<file path="config.mk">
export PLATFORM = sky130hd
export DESIGN_NAME = ipm_distributed_fifo_fwft_v1_0
export DESIGN_NICKNAME = d
export VERILOG_FILES = /design/src/rtl/ipm_distributed_fifo_fwft_v1_0.sv
export SDC_FILE = /design/constraint.sdc
export NUM_CORES = 1
export LEC_CHECK = 0
export ABC_CLOCK_PERIOD_IN_PS = 1800
export CAP_MARGIN = 20
export CORE_ASPECT_RATIO = 2
export CORE_MARGIN = 4
export CORE_UTILIZATION = 48
export CTS_BUF_LIST = sky130_fd_sc_hd__clkbuf_16
export DETAILED_ROUTE_END_ITERATION = 16
export GPL_TIMING_DRIVEN = 1
export PLACE_DENSITY_LB_ADDON = 0.05
export SLEW_MARGIN = 20
export SYNTH_ARGS = -nofsm -noshare
export SYNTH_HDL_FRONTEND = slang
export SYNTH_SLANG_ARGS = --single-unit
</file>
<file path="constraint.sdc">
create_clock -name rd_clk -period 1.8 [get_ports rd_clk]
set_input_delay 0.54 -clock rd_clk [delete_from_list [all_inputs] [get_ports rd_clk]]
set_output_delay 0.54 -clock rd_clk [all_outputs]
set_load 0.01 [all_outputs]
</file>
<file path="src/rtl/ipm_distributed_fifo_fwft_v1_0.sv">
`timescale 1ns/1ps
`default_nettype none
// ============================================================================
//  Module   : ipm_distributed_fifo_fwft_v1_0
//  Purpose  : Read-side prefetch stage for the distributed FIFO. Issues reads
//             to the FIFO controller while credit is available, captures the
//             RAM data after a fixed read latency into a 4-entry skid buffer,
//             and presents the buffer head as a first-word-fall-through
//             valid/ready stream at up to one word per rd_clk.
//  Ports    :
//    rd_clk    in   read clock, rising edge
//    rrst      in   synchronous active-high reset
//    rempty    in   controller read-empty flag
//    r_en      out  read enable to controller (combinational)
//    rd_data   in   RAM read data, valid RD_LATENCY edges after acceptance
//    m_valid   out  stream word valid
//    m_ready   in   downstream accepts the word
//    m_data    out  stream word (buffer head)
//    buf_level out  words held in the skid buffer, 0..4
//    inflight  out  accepted reads not yet captured, 0..RD_LATENCY
//  Revision : 1.0 - initial release
// ============================================================================
module ipm_distributed_fifo_fwft_v1_0 #(
   parameter int DATA_WIDTH = 16,
   parameter int RD_LATENCY = 1
) (
   input  logic                  rd_clk,
   input  logic                  rrst,
   input  logic                  rempty,
   output logic                  r_en,
   input  logic [DATA_WIDTH-1:0] rd_data,
   output logic                  m_valid,
   input  logic                  m_ready,
   output logic [DATA_WIDTH-1:0] m_data,
   output logic [2:0]            buf_level,
   output logic [1:0]            inflight
);

   localparam int         BUF_DEPTH = 4;
   localparam logic [3:0] C_DEPTH   = 4'd4;

   logic [DATA_WIDTH-1:0] r_buf [BUF_DEPTH];
   logic [1:0]            r_wr_ptr;
   logic [1:0]            r_rd_ptr;
   logic [2:0]            r_level;
   // One bit per read-latency stage: bit i set means a read accepted i+1
   // edges ago has not yet been captured.
   logic [RD_LATENCY-1:0] r_vld_pipe;

   logic                  w_accept;
   logic                  w_push;
   logic                  w_pop;
   logic [1:0]            w_inflight;
   logic [3:0]            w_committed;

   always_comb begin
      w_inflight = 2'd0;
      for (int i = 0; i < RD_LATENCY; i++) begin
         w_inflight = w_inflight + {1'b0, r_vld_pipe[i]};
      end
   end

   // Credit counts both buffered words and reads still in the RAM pipeline,
   // so a capture always finds a free slot. A same-cycle pop earns no credit,
   // which keeps r_en free of any path from m_ready.
   assign w_committed = {1'b0, r_level} + {2'b00, w_inflight};
   assign r_en        = !rrst && !rempty && (w_committed < C_DEPTH);

   assign w_accept    = r_en;
   assign w_push      = r_vld_pipe[RD_LATENCY-1];
   assign m_valid     = (r_level != 3'd0);
   assign w_pop       = m_valid && m_ready;
   assign m_data      = r_buf[r_rd_ptr];
   assign buf_level   = r_level;
   assign inflight    = w_inflight;

   always_ff @(posedge rd_clk) begin
      if (rrst) begin
         r_vld_pipe <= '0;
         r_wr_ptr   <= 2'd0;
         r_rd_ptr   <= 2'd0;
         r_level    <= 3'd0;
      end else begin
         r_vld_pipe[0] <= w_accept;
         for (int i = 1; i < RD_LATENCY; i++) begin
            r_vld_pipe[i] <= r_vld_pipe[i-1];
         end
         if (w_push) begin
            r_wr_ptr <= r_wr_ptr + 2'd1;
         end
         if (w_pop) begin
            r_rd_ptr <= r_rd_ptr + 2'd1;
         end
         case ({w_push, w_pop})
            2'b10:   r_level <= r_level + 3'd1;
            2'b01:   r_level <= r_level - 3'd1;
            default: r_level <= r_level;
         endcase
      end
   end

   // Storage is not reset; only the pointers and level define its contents.
   // The reset guard drops data returning for reads issued before reset.
   always_ff @(posedge rd_clk) begin
      if (!rrst && w_push) begin
         r_buf[r_wr_ptr] <= rd_data;
      end
   end

endmodule
`default_nettype wire
</file>
-- Yosys cells after proc, flatten, opt, wreduce, memory -nomap -nowiden
Memories as Yosys holds them, arrays and structs flattened. A register that Yosys moved wholly into a read port is not among the register bits.
Index checks and enable logic that the tools add are counted.
- memory bits (writable): 64
- flip-flop bits (word level): 8
- memories kept: 1
- bits of input ports: 20
- add/subtract/negate cells: 5
- eq/ne operators: 2
- magnitude comparators: 1
- multiplexer cells: 5
- reduce and logical (&&, ||, !) cells: 8
- memories (name ; depth ; bits a word ; rd ports ; clocked after Yosys merged registers in ; wr ports ; line ; text):
    r_buf ; 4 ; 16 ; 1 ; 1 ; 1 ; 42 ; logic [DATA_WIDTH-1:0] r_buf [BUF_DEPTH];
- operator list (operator ; number):
    one-hot mux 3 bit (2 select lines) ; 1
    adder 2 x 1 -> 2 bit, second input constant ; 2
    adder 3 x 1 -> 4 bit ; 1
    logical AND 1 bit ; 4
    < comparator 4 x 3 -> 1 bit, second input constant ; 1
    two-way mux 2 bit ; 2
    adder 3 x 1 -> 3 bit, second input constant ; 1
    nonzero test 3 bit ; 1
    subtractor 3 x 1 -> 3 bit, second input constant ; 1
    equality test 2 x 1 -> 1 bit, second input constant ; 1
    equality test 2 bit, second input constant ; 1
    logical NOT 1 bit ; 2
    two-way mux 1 bit ; 2
    nonzero test 2 bit ; 1

-- Logic depth before layout (Yosys ltp)
Gate-level depths: netlist of the first run.
- depth after elaboration: 4
- mapped depth: 7

-- Worst setup path before layout of the first run
No wires, ideal clock.
- kind: input to register
- start point: in m_ready
- end point: reg r_level[2], in the netlist buf_level[2]
- data arrival time: 1.840 ns
- path slack: -0.111 ns
- required time: 1.729 ns
- setup time: 0.071 ns
- cell stages on the path: 7
- cell sequence: o31a_1 -> ha_1 -> inv_1 -> fa_1 -> xor2_1 -> or3_1 -> a21oi_1
- word-level cells in the longest chain between the ends: 3
- elaborated cells between the ends (all ways): 5
- classes of those cells: eq/ne: 2; mux: 1; reduce/logical: 2
- RTL lines (item ; line ; text):
    start, declared ; 33 ; input logic m_ready,
    logical AND 1 bit * ; 72 ; assign w_pop = m_valid && m_ready;
    equality test 2 x 1 -> 1 bit / equality test 2 bit (equally long branches) ; 94 ; case ({w_push, w_pop})
    one-hot mux 3 bit (2 select lines) / nonzero test 2 bit (equally long branches) ; -- ;
    end signal, assigned ; 95 ; 2'b10: r_level <= r_level + 3'd1;
    end signal, assigned ; 96 ; 2'b01: r_level <= r_level - 3'd1;
    end signal, assigned ; 97 ; default: r_level <= r_level;
    end, declared ; 45 ; logic [2:0] r_level;
Mark *: on every way between the ends. The rest lies on a longest branch, timed or not.
A chain may end at the register's enable or synchronous reset.

==> results of run 1 <==
[layer usage]
layer | vias to the layer above | wire, µm | global-route usage [%]
met5 | - | 0 | 0
met4 | 0 | 104 | 7.52
met3 | 8 | 185 | 4.68
met2 | 38 | 2940 | 28.8
met1 | 748 | 1890 | 16.2
li1 | 682 | - | -
[sequential cells by signal, summed over array words and instances (netlist names), named ones only]
| register | count |
|---|---|
| buf_level | 3 |
| r_buf | 64 |
| r_rd_ptr | 2 |
| r_vld_pipe | 1 |
| r_wr_ptr | 2 |
[area by class of cell]
class / count / area, µm² / area share, %
flip-flops and latches: 74 / 2130 / 55.2
repair buffers: 65 / 702 / 18.2
multi-input cells: 52 / 652 / 16.9
clock buffers: 9 / 225 / 5.83
well taps: 61 / 76.3 / 1.97
clock inverters: 7 / 53.8 / 1.39
inverters: 6 / 22.5 / 0.583
[cells by family after synthesis]
family          share of synthesized area [%]
mux                                      13.8
other cells                             0.132
fa+ha+maj                                2.90
compound gates                           1.58
flops                                    74.5
simple gates                             2.72
xor+xnor                                 1.54
buf+inv                                  2.90
[final timing paths]
check / end / slack (ps) / cells past startpoint
max reg2reg: buf_level[2] / -70 / 8
min reg2reg: r_vld_pipe / 530 / 1
min: r_vld_pipe / 480 / 3
max: m_data[8] / -310 / 4
[stage by stage]
step	hold slack, ps	power [mW]	util [%]	instances	area [µm²]
finish	481	5.11	67.1	274	3860
global route	471	5.35	67.1	274	3860
CTS	455	5.14	66.4	273	3820
detailed placement	528	3.28	60.2	248	3470
global placement	508	3.24	60.2	248	3470
floorplan	485	2.71	-	139	2860
[what timing repair did]
| action | 4_1_cts | 5_1_grt |
|---|---|---|
| pin swaps | 7 | 6 |
| endpoints found under the setup margin | 24 | 19 |
| cloned | 1 | 0 |
| resized for setup | 118 | 8 |
| setup buffers | 8 | 2 |
[tightest hold or removal path, stage by stage]
cell	delay (ps)
buf_6	70
or3_4	120
a31oi_1	40
[report_power, final]
part / internal (mW) / total [mW] / switching, mW
Combinational: 0.885 / 1.44 / 0.551
Clock: 1.04 / 1.62 / 0.577
Sequential: 1.97 / 2.06 / 0.0858
[cells in the final DEF, fill, tap and decap left out, types with 2 or more instances in the layout]
cell              n
buf_2             3
clkdlybuf4s50_1  16
buf_6            23
clkbuf_16         9
buf_12            7
xor2_1            3
buf_4            11
or3_1             2
edfxtp_1         64
xnor2_1           2
clkinv_1          2
dlygate4sd2_1     4
and2_1            4
mux4_2           16
dfxtp_4           2
nor2_1            9
ha_1              4
dfxtp_1           5
dfxtp_2           3
inv_1             8
==> reports/summary.txt, run 1 <==
vias in the first global route = 1636
fill count = 412
I/O pin count = 43
Synth top area share = 67.4%
CTS sink count = 74
number of cell rows = 39
Peak VDD IR = 1.07 mV
clock tree buffer depth = 2
worst hold path startpoint = rempty
clk_skew = 6.10 ps
drt wl/cell = 18.7 µm
Synth-to-Final Area Change = 35.6%
Iteration-0 DRC Markers = 69
H-tree depth = 3
starting density of the core = 49.5%
failing checks = setup timing
GR Overflow Total = 0
achievable frequency = 0.473 GHz
synthesized instance count = 139
startpoint types = flop
final worst slack = -313 ps
via count = 1476
Remaining DRCs = 0
die extent in x = 62.5 µm
Power Dens Cells = 1320 nW/µm²
GRT Overall Usage = 15.7%
Buf/Inv on CP = 3
RSZ-0062 raised after global routing = yes
DP Wirelength = 3360 µm
Pleak = 1.38 nW
worst slack, placed = -768 ps
worst reg2reg startpoint = buf_level[2]
ranking of synthesized cells by area = edfxtp_1 (67%), mux4_2 (7.9%), dfxtp_1 (7.0%)
Post-synth top cells = edfxtp_1 (64), dfxtp_1 (10), mux4_2 (10)
Warnings, synthesis = 0
outcome = complete, but fails checks
cell with the most instances after synthesis = edfxtp_1
asr flop ratio synth = 0%
endpoints failing setup = 18
antenna viol nets, final = 0
Vias per Instance = 5.39
drt first pass iters = 4
hold_buf cts = 0
Final min period = 2110 ps
biggest area consumer among synthesized cells = edfxtp_1
Synthesized Nets = 165
layout cell share with drive strength beyond 1 = 38.5%
CP cell instances = buf_12 -> buf_6 -> mux4_2 -> buf_6
CP delay by family, top = multiplexers
die area = 7310 µm²
Core Region = 5760 µm²
Die H = 117 µm
synthesized flop and latch total = 74
Main synth FF type = edfxtp_1
first-pass GRT wire length = 8260 µm
gpl congestion = 0.699
critical path class = flop to output pin
Reg clk slew, reported paths = 50 ps
Hold Crit Class = primary input to flop
element type at the critical path end = output pin
slowest stage delay, CP = 490 ps
Unique masters post-synth = 24
Syn Area/Cell = 20.5 µm²
IO Port Bufs = 41
most used cell along the critical path = buf_6
max cap viols = 0
routed wire length = 5120 µm
Clk Latency, worst-skew pair = 320 ps
cell area after synthesis = 2850 µm²
count of final hold-check violations = 0
Final Max Tran Viols = 0
Final nets = 234
largest net degree at the start of global routing = 17
total negative slack = -4110 ps
worst path arrival time = 1570 ps
Ant. Diodes = 0
Worst EP required = 1260 ps
root buffer cell = clkbuf_16
slowest cell on the critical path = mux4_2
Seq/Total Area, Yosys = 74.5%
initial antenna violation count = 0
Num CTS Buffers = 9
number of flops mapped to enable cells by yosys = 64
CTS tree = built
Final period util = 117%
worst-path maximum fanout = 6
Note: power is estimated with default switching activity, not from simulation.
==> run 2: changes to the inputs <==
--- a/config.mk
+++ b/config.mk
@@ -6,7 +6,7 @@
 export NUM_CORES = 1
 export LEC_CHECK = 0
 export ABC_CLOCK_PERIOD_IN_PS = 1800
-export CAP_MARGIN = 20
+export CAP_MARGIN = 30
 export CORE_ASPECT_RATIO = 2
 export CORE_MARGIN = 4
 export CORE_UTILIZATION = 48
==> results of run 2 <==
The final DEF is identical to that of run 1; final timing and power are the same.
